===== src/rtl/nec_ir_rx.sv =====
// nec_ir_rx: NEC infrared protocol receiver.
// Samples the demodulated IR line through a 2-flop synchroniser, times every
// low/high phase with a single counter and decodes lead, 32 data bits, stop
// burst and repeat codes. Build-time option: define IR_EXT_ADDR_EN for
// extended NEC (16-bit address, no address-inverse check).
module nec_ir_rx #(
    parameter int CLK_FREQ_HZ = 50_000_000,
    parameter int TOL_PCT     = 20,
    parameter int RPT_WIN_MS  = 120
) (
    input  logic        sys_clk,
    input  logic        sys_rst_n,
    input  logic        inf_in,
    output logic [15:0] addr,
    output logic [7:0]  cmd,
    output logic        data_valid,
    output logic        repeat_en,
    output logic        frame_err,
    output logic        busy
);

    // duration helpers: microseconds to cycles, and acceptance window bounds
    function automatic longint nom_cyc(input longint us);
        return (longint'(CLK_FREQ_HZ) * us) / 64'sd1000000;
    endfunction

    function automatic longint win_lo(input longint n);
        return (n * longint'(100 - TOL_PCT)) / 64'sd100;
    endfunction

    function automatic longint win_hi(input longint n);
        return (n * longint'(100 + TOL_PCT)) / 64'sd100;
    endfunction

    // the counter stops one past the widest window so a stuck line is visible
    localparam longint SAT_L = win_hi(nom_cyc(64'sd9000)) + 64'sd1;
    localparam int     CW    = $clog2(SAT_L + 64'sd1);

    localparam logic [CW-1:0] SAT      = CW'(SAT_L);
    localparam logic [CW-1:0] L9_MIN   = CW'(win_lo(nom_cyc(64'sd9000)));
    localparam logic [CW-1:0] L9_MAX   = CW'(win_hi(nom_cyc(64'sd9000)));
    localparam logic [CW-1:0] H45_MIN  = CW'(win_lo(nom_cyc(64'sd4500)));
    localparam logic [CW-1:0] H45_MAX  = CW'(win_hi(nom_cyc(64'sd4500)));
    localparam logic [CW-1:0] H225_MIN = CW'(win_lo(nom_cyc(64'sd2250)));
    localparam logic [CW-1:0] H225_MAX = CW'(win_hi(nom_cyc(64'sd2250)));
    localparam logic [CW-1:0] T560_MIN = CW'(win_lo(nom_cyc(64'sd560)));
    localparam logic [CW-1:0] T560_MAX = CW'(win_hi(nom_cyc(64'sd560)));
    localparam logic [CW-1:0] T169_MIN = CW'(win_lo(nom_cyc(64'sd1690)));
    localparam logic [CW-1:0] T169_MAX = CW'(win_hi(nom_cyc(64'sd1690)));

    // millisecond prescaler and repeat-window counter sizing
    localparam int MS_CYC = (CLK_FREQ_HZ / 1000 > 0) ? (CLK_FREQ_HZ / 1000) : 1;
    localparam int PW     = (MS_CYC > 1) ? $clog2(MS_CYC) : 1;
    localparam int MW     = (RPT_WIN_MS > 1) ? $clog2(RPT_WIN_MS) : 1;

    localparam logic [2:0] S_IDLE   = 3'd0;
    localparam logic [2:0] S_LEAD_L = 3'd1;
    localparam logic [2:0] S_LEAD_H = 3'd2;
    localparam logic [2:0] S_BIT_L  = 3'd3;
    localparam logic [2:0] S_BIT_H  = 3'd4;
    localparam logic [2:0] S_STOP_L = 3'd5;
    localparam logic [2:0] S_RPT_L  = 3'd6;

    function automatic logic in_win(input logic [CW-1:0] c,
                                    input logic [CW-1:0] lo,
                                    input logic [CW-1:0] hi);
        return (c >= lo) && (c <= hi);
    endfunction

    // a byte and its transmitted complement must be exact bitwise inverses
    function automatic logic inv_ok(input logic [7:0] b, input logic [7:0] b_inv);
        return b_inv == ~b;
    endfunction

    logic [1:0]    sync_r;
    logic          prev_r;
    logic [CW-1:0] cnt_r;
    logic [2:0]    state_r, state_nxt_s;
    logic [4:0]    idx_r, idx_nxt_s;
    logic [31:0]   sr_r, sr_nxt_s;
    logic [15:0]   addr_nxt_s;
    logic [7:0]    cmd_nxt_s;
    logic          dv_nxt_s, rpt_nxt_s, err_nxt_s;
    logic          rpt_open_r;
    logic [PW-1:0] pre_r;
    logic [MW-1:0] ms_r;
    logic          fall_s, rise_s, edge_s, sat_s;
    logic          addr_ok_s;
    logic [15:0]   addr_val_s;

    assign fall_s = prev_r & ~sync_r[1];
    assign rise_s = ~prev_r & sync_r[1];
    assign edge_s = fall_s | rise_s;
    assign sat_s  = (cnt_r == SAT);

`ifdef IR_EXT_ADDR_EN
    assign addr_ok_s  = 1'b1;
    assign addr_val_s = sr_r[15:0];
`else
    assign addr_ok_s  = inv_ok(sr_r[7:0], sr_r[15:8]);
    assign addr_val_s = {8'h00, sr_r[7:0]};
`endif

    // synchronise the IR line, keep the previous sample for edge detection
    always_ff @(posedge sys_clk or negedge sys_rst_n) begin
        if (!sys_rst_n) begin
            sync_r <= 2'b11;
            prev_r <= 1'b1;
        end else begin
            sync_r <= {sync_r[0], inf_in};
            prev_r <= sync_r[1];
        end
    end

    // phase timer: cleared on each line edge, holds at saturation
    always_ff @(posedge sys_clk or negedge sys_rst_n) begin
        if (!sys_rst_n) begin
            cnt_r <= {CW{1'b0}};
        end else if (edge_s) begin
            cnt_r <= {CW{1'b0}};
        end else if (!sat_s) begin
            cnt_r <= cnt_r + CW'(1);
        end else begin
            cnt_r <= cnt_r;
        end
    end

    // protocol decoder: next state, shift data and output pulses
    always_comb begin
        state_nxt_s = state_r;
        idx_nxt_s   = idx_r;
        sr_nxt_s    = sr_r;
        addr_nxt_s  = addr;
        cmd_nxt_s   = cmd;
        dv_nxt_s    = 1'b0;
        rpt_nxt_s   = 1'b0;
        err_nxt_s   = 1'b0;
        case (state_r)
            S_IDLE: begin
                if (fall_s) state_nxt_s = S_LEAD_L;
                else        state_nxt_s = S_IDLE;
            end
            S_LEAD_L: begin
                if (rise_s) begin
                    if (in_win(cnt_r, L9_MIN, L9_MAX)) state_nxt_s = S_LEAD_H;
                    else                               state_nxt_s = S_IDLE;
                end else if (sat_s) begin
                    state_nxt_s = S_IDLE;
                end else begin
                    state_nxt_s = S_LEAD_L;
                end
            end
            S_LEAD_H: begin
                if (fall_s) begin
                    if (in_win(cnt_r, H45_MIN, H45_MAX)) begin
                        state_nxt_s = S_BIT_L;
                        idx_nxt_s   = 5'd0;
                        sr_nxt_s    = 32'h0000_0000;
                    end else if (in_win(cnt_r, H225_MIN, H225_MAX)) begin
                        state_nxt_s = S_RPT_L;
                    end else begin
                        state_nxt_s = S_IDLE;
                    end
                end else if (sat_s) begin
                    state_nxt_s = S_IDLE;
                end else begin
                    state_nxt_s = S_LEAD_H;
                end
            end
            S_BIT_L: begin
                if (rise_s) begin
                    if (in_win(cnt_r, T560_MIN, T560_MAX)) begin
                        state_nxt_s = S_BIT_H;
                    end else begin
                        state_nxt_s = S_IDLE;
                        err_nxt_s   = 1'b1;
                    end
                end else if (sat_s) begin
                    state_nxt_s = S_IDLE;
                    err_nxt_s   = 1'b1;
                end else begin
                    state_nxt_s = S_BIT_L;
                end
            end
            S_BIT_H: begin
                if (fall_s) begin
                    if (in_win(cnt_r, T560_MIN, T560_MAX) || in_win(cnt_r, T169_MIN, T169_MAX)) begin
                        // LSB first: new bit enters at the top and walks down
                        sr_nxt_s = {in_win(cnt_r, T169_MIN, T169_MAX), sr_r[31:1]};
                        if (idx_r == 5'd31) begin
                            state_nxt_s = S_STOP_L;
                        end else begin
                            idx_nxt_s   = idx_r + 5'd1;
                            state_nxt_s = S_BIT_L;
                        end
                    end else begin
                        state_nxt_s = S_IDLE;
                        err_nxt_s   = 1'b1;
                    end
                end else if (sat_s) begin
                    state_nxt_s = S_IDLE;
                    err_nxt_s   = 1'b1;
                end else begin
                    state_nxt_s = S_BIT_H;
                end
            end
            S_STOP_L: begin
                if (rise_s) begin
                    state_nxt_s = S_IDLE;
                    if (in_win(cnt_r, T560_MIN, T560_MAX) && addr_ok_s &&
                        inv_ok(sr_r[23:16], sr_r[31:24])) begin
                        dv_nxt_s   = 1'b1;
                        addr_nxt_s = addr_val_s;
                        cmd_nxt_s  = sr_r[23:16];
                    end else begin
                        err_nxt_s  = 1'b1;
                    end
                end else if (sat_s) begin
                    state_nxt_s = S_IDLE;
                    err_nxt_s   = 1'b1;
                end else begin
                    state_nxt_s = S_STOP_L;
                end
            end
            S_RPT_L: begin
                if (rise_s) begin
                    state_nxt_s = S_IDLE;
                    rpt_nxt_s   = in_win(cnt_r, T560_MIN, T560_MAX) && rpt_open_r;
                end else if (sat_s) begin
                    state_nxt_s = S_IDLE;
                end else begin
                    state_nxt_s = S_RPT_L;
                end
            end
            default: begin
                state_nxt_s = S_IDLE;
            end
        endcase
    end

    // register decoder state and all outputs
    always_ff @(posedge sys_clk or negedge sys_rst_n) begin
        if (!sys_rst_n) begin
            state_r    <= S_IDLE;
            idx_r      <= 5'd0;
            sr_r       <= 32'h0000_0000;
            addr       <= 16'h0000;
            cmd        <= 8'h00;
            data_valid <= 1'b0;
            repeat_en  <= 1'b0;
            frame_err  <= 1'b0;
            busy       <= 1'b0;
        end else begin
            state_r    <= state_nxt_s;
            idx_r      <= idx_nxt_s;
            sr_r       <= sr_nxt_s;
            addr       <= addr_nxt_s;
            cmd        <= cmd_nxt_s;
            data_valid <= dv_nxt_s;
            repeat_en  <= rpt_nxt_s;
            frame_err  <= err_nxt_s;
            busy       <= (state_nxt_s != S_IDLE);
        end
    end

    // repeat window: opened or restarted by an accepted frame or repeat, closed after RPT_WIN_MS ms
    always_ff @(posedge sys_clk or negedge sys_rst_n) begin
        if (!sys_rst_n) begin
            rpt_open_r <= 1'b0;
            pre_r      <= {PW{1'b0}};
            ms_r       <= {MW{1'b0}};
        end else if (dv_nxt_s || rpt_nxt_s) begin
            rpt_open_r <= 1'b1;
            pre_r      <= {PW{1'b0}};
            ms_r       <= {MW{1'b0}};
        end else if (rpt_open_r) begin
            if (pre_r == PW'(MS_CYC - 1)) begin
                pre_r <= {PW{1'b0}};
                if (ms_r == MW'(RPT_WIN_MS - 1)) begin
                    rpt_open_r <= 1'b0;
                    ms_r       <= {MW{1'b0}};
                end else begin
                    ms_r <= ms_r + MW'(1);
                end
            end else begin
                pre_r <= pre_r + PW'(1);
            end
        end else begin
            pre_r <= {PW{1'b0}};
            ms_r  <= {MW{1'b0}};
        end
    end

endmodule


===== config.mk =====
export PLATFORM = sky130hd
export DESIGN_NAME = nec_ir_rx
export DESIGN_NICKNAME = d
export VERILOG_FILES = /design/src/rtl/nec_ir_rx.sv
export SDC_FILE = /design/constraint.sdc
export NUM_CORES = 1
export LEC_CHECK = 0
export CAP_MARGIN = 0
export CORE_UTILIZATION = 64
export DETAILED_ROUTE_END_ITERATION = 10
export DONT_BUFFER_PORTS = 1
export PLACE_DENSITY_LB_ADDON = 0.15
export SLEW_MARGIN = 20
export SYNTH_ARGS = -nofsm -noshare
export SYNTH_HDL_FRONTEND = slang
export SYNTH_SLANG_ARGS = --single-unit

===== constraint.sdc =====
create_clock -name sys_clk -period 2.8 [get_ports sys_clk]
set_input_delay 0.7 -clock sys_clk [delete_from_list [all_inputs] [get_ports sys_clk]]
set_output_delay 0.7 -clock sys_clk [all_outputs]
set_load 0.01 [all_outputs]

==> results of run 1 <==
-- flip-flops by register name (all words and copies together) (netlist names), 2 cells and up --
| register | flops |
|---|---|
| sr_r | 32 |
| cnt_r | 20 |
| pre_r | 16 |
| addr | 8 |
| cmd | 8 |
| ms_r | 7 |
| idx_r | 5 |
| state_r | 3 |
| sync_r | 2 |
-- cell families after synthesis --
family                     after synthesis
AOI/OAI and AO/OA                       82
adders and majority gates                9
xor gates and xnor gates                56
DFF                                    107
buffers and inverters                   60
and+or+nand+nor                        326
other                                    1
muxes                                    4
-- metrics by stage --
| step | instances | hold slack (ns) | utilization | worst slack [ns] | total power (W) |
|---|---|---|---|---|---|
| after floorplan | 652 | 0.345 | - | 0.344 | 0.00167 |
| after global placement | 733 | 0.350 | 0.665 | 0.286 | 0.00167 |
| after detailed placement | 733 | 0.353 | 0.665 | 0.230 | 0.00168 |
| after CTS | 749 | 0.000129 | 0.689 | 0.230 | 0.00264 |
| after global routing | 751 | -0.00107 | 0.692 | 0.0975 | 0.00270 |
| final | 751 | 0.0206 | 0.692 | 0.221 | 0.00262 |
-- placed cells by master (no fill, tap or decap), drive strengths merged, types with 8 or more instances in the layout --
master and instances:
a21oi 16, and2 20, and3 9, buf 19, clkbuf 9, conb 8, dfrtp 104, ha 9
inv 16, nand2 139, nand3 31, nand4 15, nor2 48, nor2b 9, nor3 15, o21ai 45
or3 8, xnor2 26, xor2 30
-- report_power, final --
group	switching, W	total [W]	internal, W
Sequential	0.0000136	0.00157	0.00156
Combinational	0.0000541	0.0000892	0.0000351
Clock	0.000538	0.000957	0.000418
Total	0.000606	0.00262	0.00201
-- how the worst max path moves through the flow --
stage	end	startpoint	slack, ns
2_1_floorplan	busy	cnt_r[15]	0.34
3_3_place_gp	busy	cnt_r[14]	0.29
3_5_place_dp	busy	cnt_r[14]	0.23
4_1_cts	busy	cnt_r[14]	0.23
5_1_grt	busy	cnt_r[14]	0.1
6_report	busy	cnt_r[14]	0.22
-- layer usage --
layer  part of all wire  track usage
met1               0.44        0.356
met2               0.48        0.410
met3              0.054       0.0556
met4              0.021        0.102
met5                  0            0
-- timing repair --
item	in CTS	in global routing
gates resized for setup	0	1
endpoints found under the hold margin	9	16
setup endpoints to repair	0	1
hold buffers	1	2
setup buffers	0	0
-- layout make-up --
| cell class | count | area (um^2) | share of cell area |
|---|---|---|---|
| tap | 108 | 135 | 0.0224 |
| clock inverter | 6 | 72.6 | 0.0120 |
| multi-input combinational | 485 | 2790 | 0.461 |
| clock buffer | 9 | 124 | 0.0205 |
| inverter | 14 | 52.6 | 0.00871 |
| timing repair buffer | 22 | 185 | 0.0307 |
| sequential | 107 | 2680 | 0.444 |
==> flow_metrics.env, run 1 <==
export IMPL_critPathMaxStageDelay_ns=0.45
export IMPL_finalCritPeriodShare=0.921
export IMPL_ys_seq_area_frac=0.467
export IMPL_synth_commonest_cells="139 x nand2_1, 104 x dfrtp_1, 47 x nor2_1, 42 x o21ai_0"
export IMPL_finClkSkew_ns=0.00638
export IMPL_die_area_mm2=0.00936
export IMPL_period_minus_slack_ns=2.58
export IMPL_cts_sinks=107
export IMPL_cp_cell_sequence="buf_4 -> or4_1 -> o21ai_1 -> a31oi_1 -> o22ai_2 -> a21oi_4 -> or3_4 -> or3b_1"
export IMPL_wl_um=11800
export IMPL_clk_pin_slew_ns=0.10
export IMPL_worstSetupEndpointType="flip-flop"
export IMPL_regToRegEndpoint="busy"
export IMPL_cp_top_family="simple AND/OR/NAND/NOR gates"
export IMPL_numCtsBuffers=9
export IMPL_synth_most_common_cell="nand2_1"
export IMPL_synth_top_family_by_area="simple AND/OR/NAND/NOR gates"
export IMPL_clockBufferDepth=2
export IMPL_portBuffers=0
export IMPL_cp_data_required_time_ns=3.05
export IMPL_fill_cells=657
export IMPL_reg2reg_slack_ns=0.22
export IMPL_vias_per_cell=5.80
export IMPL_worst_pin_slew_ns=0.699
export IMPL_n_antenna_cell=0
export IMPL_slew_limit_headroom=0.533
export IMPL_gp_congestion=1.01
export IMPL_ctsHtreeMaxLevel=3
export IMPL_die_w_um=96.7
export IMPL_synth_cell_types=64
export IMPL_synth_fa_ha_area_frac=0.0196
export IMPL_fin_nets=651
export IMPL_crit_buf_inv=1
export IMPL_yosysWarnings=0
export IMPL_final_area_mm2=0.00604
export IMPL_slew_viol_final=0
export IMPL_cp_start_kind="flip-flop"
export IMPL_regToRegStartpoint="cnt_r[14]"
export IMPL_grt_use_total=0.261
export IMPL_cts_tree="yes"
export IMPL_clock_fmax_mhz=388
export IMPL_synth_compound_area_share=0.0832
export IMPL_dpl_cell_area_mm2=0.00580
export IMPL_antenna_found_initial=0
export IMPL_cts_root_buf="clkbuf_8"
export IMPL_ir_drop_mv=0.328
export IMPL_muxShareOfSynthArea=0.00697
export IMPL_synthCells=645
export IMPL_yosysTopAreaCell="dfrtp_1"
export IMPL_p_leak_nw=2.72
export IMPL_critPathKind="flip-flop to flip-flop"
export IMPL_syn_area_mm2=0.00574
export IMPL_overflow=0
export IMPL_syn_to_final_growth_pct=5.10
export IMPL_syn_area_per_cell_um2=8.90
export IMPL_synth_edf_count=0
export IMPL_coreArea_mm2=0.00872
export IMPL_hold_path_class="primary input to async pin"
export IMPL_grt_first_pass_wirelength_um=20000
export IMPL_cp_slowest_cell="dfrtp_1"
export IMPL_insertion_delay_ns=0.36
export IMPL_yosysTopAreaCellShare=0.453
export IMPL_pin_count=31
export IMPL_drt_pass1_iterations=5
export IMPL_dp_hpwl_um=8070
export IMPL_start_util=0.659
export IMPL_cp_max_fo=8
export IMPL_async_reset_ff_frac=1.00
export IMPL_worstPathArrival_ns=2.83
export IMPL_yosys_area_share_xor_xnor=0.0854
export IMPL_grt_pass1_vias=4155
export IMPL_worstSetupPathDepth=8
export IMPL_synth_ff_type="dfrtp_1"
export IMPL_drive_gt1_frac=0.0762
export IMPL_reg2regPathDepth=8
export IMPL_post_drt_wl_per_cell_um=15.7
export IMPL_p_per_area_mw_per_mm2=433
export IMPL_drc=0
export IMPL_setup_tns_final_ns=0
export IMPL_hold_viol_final=0
export IMPL_floorplan_rows=34
export IMPL_synthSimpleGateAreaFrac=0.281
export IMPL_ant_nets=0
export IMPL_cap_viol_max_count=0
export IMPL_outcome="finished clean"
export IMPL_finalSetupViolCount=0
export IMPL_die_h_um=96.7
export IMPL_dr_total_vias=4353
export IMPL_drt_iter0_drc=256
export IMPL_synth_area_top_cells="dfrtp_1 45%, nand2_1 9.1%, xor2_1 4.6%"
export IMPL_grt_max_degree=100
export IMPL_rsz0062_at_grt="false"
export IMPL_ys_ff_latch=107
Note: power is estimated with default switching activity, not from simulation.
==> run 2: changes to the inputs <==
--- a/config.mk
+++ b/config.mk
@@ -6,10 +6,11 @@
 export NUM_CORES = 1
 export LEC_CHECK = 0
 export CAP_MARGIN = 0
-export CORE_UTILIZATION = 64
+export CORE_UTILIZATION = 58
 export DETAILED_ROUTE_END_ITERATION = 10
 export DONT_BUFFER_PORTS = 1
 export PLACE_DENSITY_LB_ADDON = 0.15
+export SETUP_SLACK_MARGIN = 0.3
 export SLEW_MARGIN = 20
 export SYNTH_ARGS = -nofsm -noshare
 export SYNTH_HDL_FRONTEND = slang
==> constraint.sdc (replaced) <==
create_clock -name sys_clk -period 2.3 [get_ports sys_clk]
set_input_delay 0.575 -clock sys_clk [delete_from_list [all_inputs] [get_ports sys_clk]]
set_output_delay 0.575 -clock sys_clk [all_outputs]
set_load 0.01 [all_outputs]
==> run 2 against run 1 <==
Effect of this change: the flow now finishes with violations (hold timing, setup timing); design area up 25%; sequential cell count unchanged; worst hold slack worse by 0.15 ns; final cell count up 13%; register-to-register slack worse by 0.39 ns; critical path depth unchanged; critical endpoint unchanged; largest power group unchanged; highest routed layer unchanged.
==> flow_metrics.env, run 2 (same netlist as run 1, synthesis figures left out) <==
export IMPL_finalCritPeriodShare=1.07
export IMPL_largest_register_ffs=32
export IMPL_cp_cell_sequence="buf_6 -> nand4b_1 -> nor4b_4 -> nand3_4 -> and4b_1 -> o21bai_1 -> or3_4 -> or3b_1"
export IMPL_clk_pin_slew_ns=0.12
export IMPL_drt_pass1_iterations=5
export IMPL_insertion_delay_ns=0.38
export IMPL_grt_max_degree=108
export IMPL_worstSetupEndpointType="flip-flop"
export IMPL_slew_limit_headroom=0.650
export IMPL_slew_viol_final=0
export IMPL_finClkSkew_ns=0.0164
export IMPL_layout_commonest_cell="dfrtp_1"
export IMPL_pre_cts_ws_ns=-0.146
export IMPL_cap_viol_max_count=0
export IMPL_floorplan_rows=35
export IMPL_reg2regPathDepth=8
export IMPL_ir_drop_mv=0.373
export IMPL_critPathMaxStageDelay_ns=0.44
export IMPL_drc=0
export IMPL_dr_total_vias=5066
export IMPL_rsz0062_at_grt="true"
export IMPL_wl_um=16500
export IMPL_top_regs="sr_r x32, cnt_r x20, pre_r x16"
export IMPL_grt_pass1_vias=4776
export IMPL_grt_first_pass_wirelength_um=23300
export IMPL_drive_gt1_frac=0.381
export IMPL_worst_pin_slew_ns=0.525
export IMPL_period_minus_slack_ns=2.46
export IMPL_clock_fmax_mhz=406
export IMPL_hold_path_class="primary input to async pin"
export IMPL_hold_viol_final=104
export IMPL_die_area_mm2=0.0103
export IMPL_regToRegEndpoint="busy"
export IMPL_fin_ws_ns=-0.165
export IMPL_critPathKind="flip-flop to flip-flop"
export IMPL_overflow=0
export IMPL_gp_congestion=0.920
export IMPL_numCtsBuffers=9
export IMPL_p_leak_nw=3.64
export IMPL_die_h_um=102
export IMPL_drt_iter0_drc=283
export IMPL_cp_start_kind="flip-flop"
export IMPL_grt_use_total=0.296
export IMPL_regMostFlops="sr_r"
export IMPL_cp_max_fo=4
export IMPL_n_antenna_cell=0
export IMPL_finalSetupViolCount=31
export IMPL_fill_cells=583
export IMPL_failed_checks="hold timing, setup timing"
export IMPL_antenna_found_initial=0
export IMPL_power_w=0.00326
export IMPL_reg2reg_slack_ns=-0.16
export IMPL_die_w_um=102
export IMPL_setup_tns_final_ns=-0.924
export IMPL_outcome="finished with violations"
export IMPL_layout_cells_most_common_list="94 x dfrtp_1, 89 x nand2_1, 70 x buf_4, 32 x nor2_1"
export IMPL_cts_tree="yes"
export IMPL_syn_to_final_growth_pct=31.7
export IMPL_cp_data_required_time_ns=2.56
export IMPL_clockBufferDepth=2
export IMPL_worstPathArrival_ns=2.73
export IMPL_pin_count=31
export IMPL_regToRegStartpoint="cnt_r[11]"
export IMPL_coreArea_mm2=0.00942
export IMPL_vias_per_cell=5.97
export IMPL_start_util=0.610
export IMPL_cts_sinks=107
export IMPL_finalHoldWorstSlack_ns=-0.129
export IMPL_fin_util=0.804
export IMPL_ctsHtreeMaxLevel=3
export IMPL_dp_hpwl_um=9540
export IMPL_fin_nets=726
export IMPL_p_per_area_mw_per_mm2=431
export IMPL_post_drt_wl_per_cell_um=19.4
export IMPL_ant_nets=0
export IMPL_cp_slowest_cell="nor4b_4"
export IMPL_portBuffers=0
export IMPL_cts_root_buf="clkbuf_8"
run 2: changes by cell type in the layout (fill, tap and decap cells not counted), sizes merged:
cell	change
clkinvlp	-2
clkinv	+4
clkbuf	+5
bufinv	-1
buf	+73
dlygate4sd3	-3
run 2: final cells by class:
cell class,instances,area (um^2),area share
well taps,129,161,0.0213
clock buffers,9,124,0.0164
multi-input cells,485,3500,0.462
inverters,14,52.6,0.00695
clock inverters,7,72.6,0.00959
flip-flops and latches,107,2690,0.356
repair buffers,97,966,0.128
run 2: worst max-delay path by stage:
stage	start	endpoint	depth (start not counted)
4_1_cts	cnt_r[13]	busy	7
5_1_grt	cnt_r[11]	busy	8
3_5_place_dp	cnt_r[13]	busy	7
3_3_place_gp	cnt_r[18]	busy	7
6_report	cnt_r[11]	busy	8
2_1_floorplan	cnt_r[15]	busy	8
run 2: critical path: cells and delay by family, from the launching register on:
kind / cells / cell delay (ns)
simple gates: 6 / 1.68
flops: 1 / 0.40
compound gates: 1 / 0.15
buf+inv: 1 / 0.11
run 2: repair_timing:
action / 4_1_cts / 5_1_grt
setup buffers: 6 / 14
cloned: 3 / 7
pin swaps: 23 / 26
hold endpoints to repair: 104 / 104
endpoints found under the setup margin: 89 / 91
resized for setup: 96 / 107
run 2: power breakdown:
part	leakage, nW	switching, W	internal, W
combinational	2.08	0.0000796	0.0000822
sequential	1.46	0.0000207	0.00190
clock	0.0962	0.000754	0.000425
run 2: stage by stage:
step / instances / cell area (um^2)
floorplan: 652 / 5920
global placement: 802 / 6270
detailed placement: 802 / 6270
CTS: 827 / 6890
global route: 848 / 7570
finish: 848 / 7570
run 2: per-layer routing:
layer,wire length (um),track usage,up-vias
li1,-,-,2289
met1,6460,0.375,2543
met2,8470,0.495,184
met3,987,0.0607,50
met4,551,0.125,0
met5,0,0,-
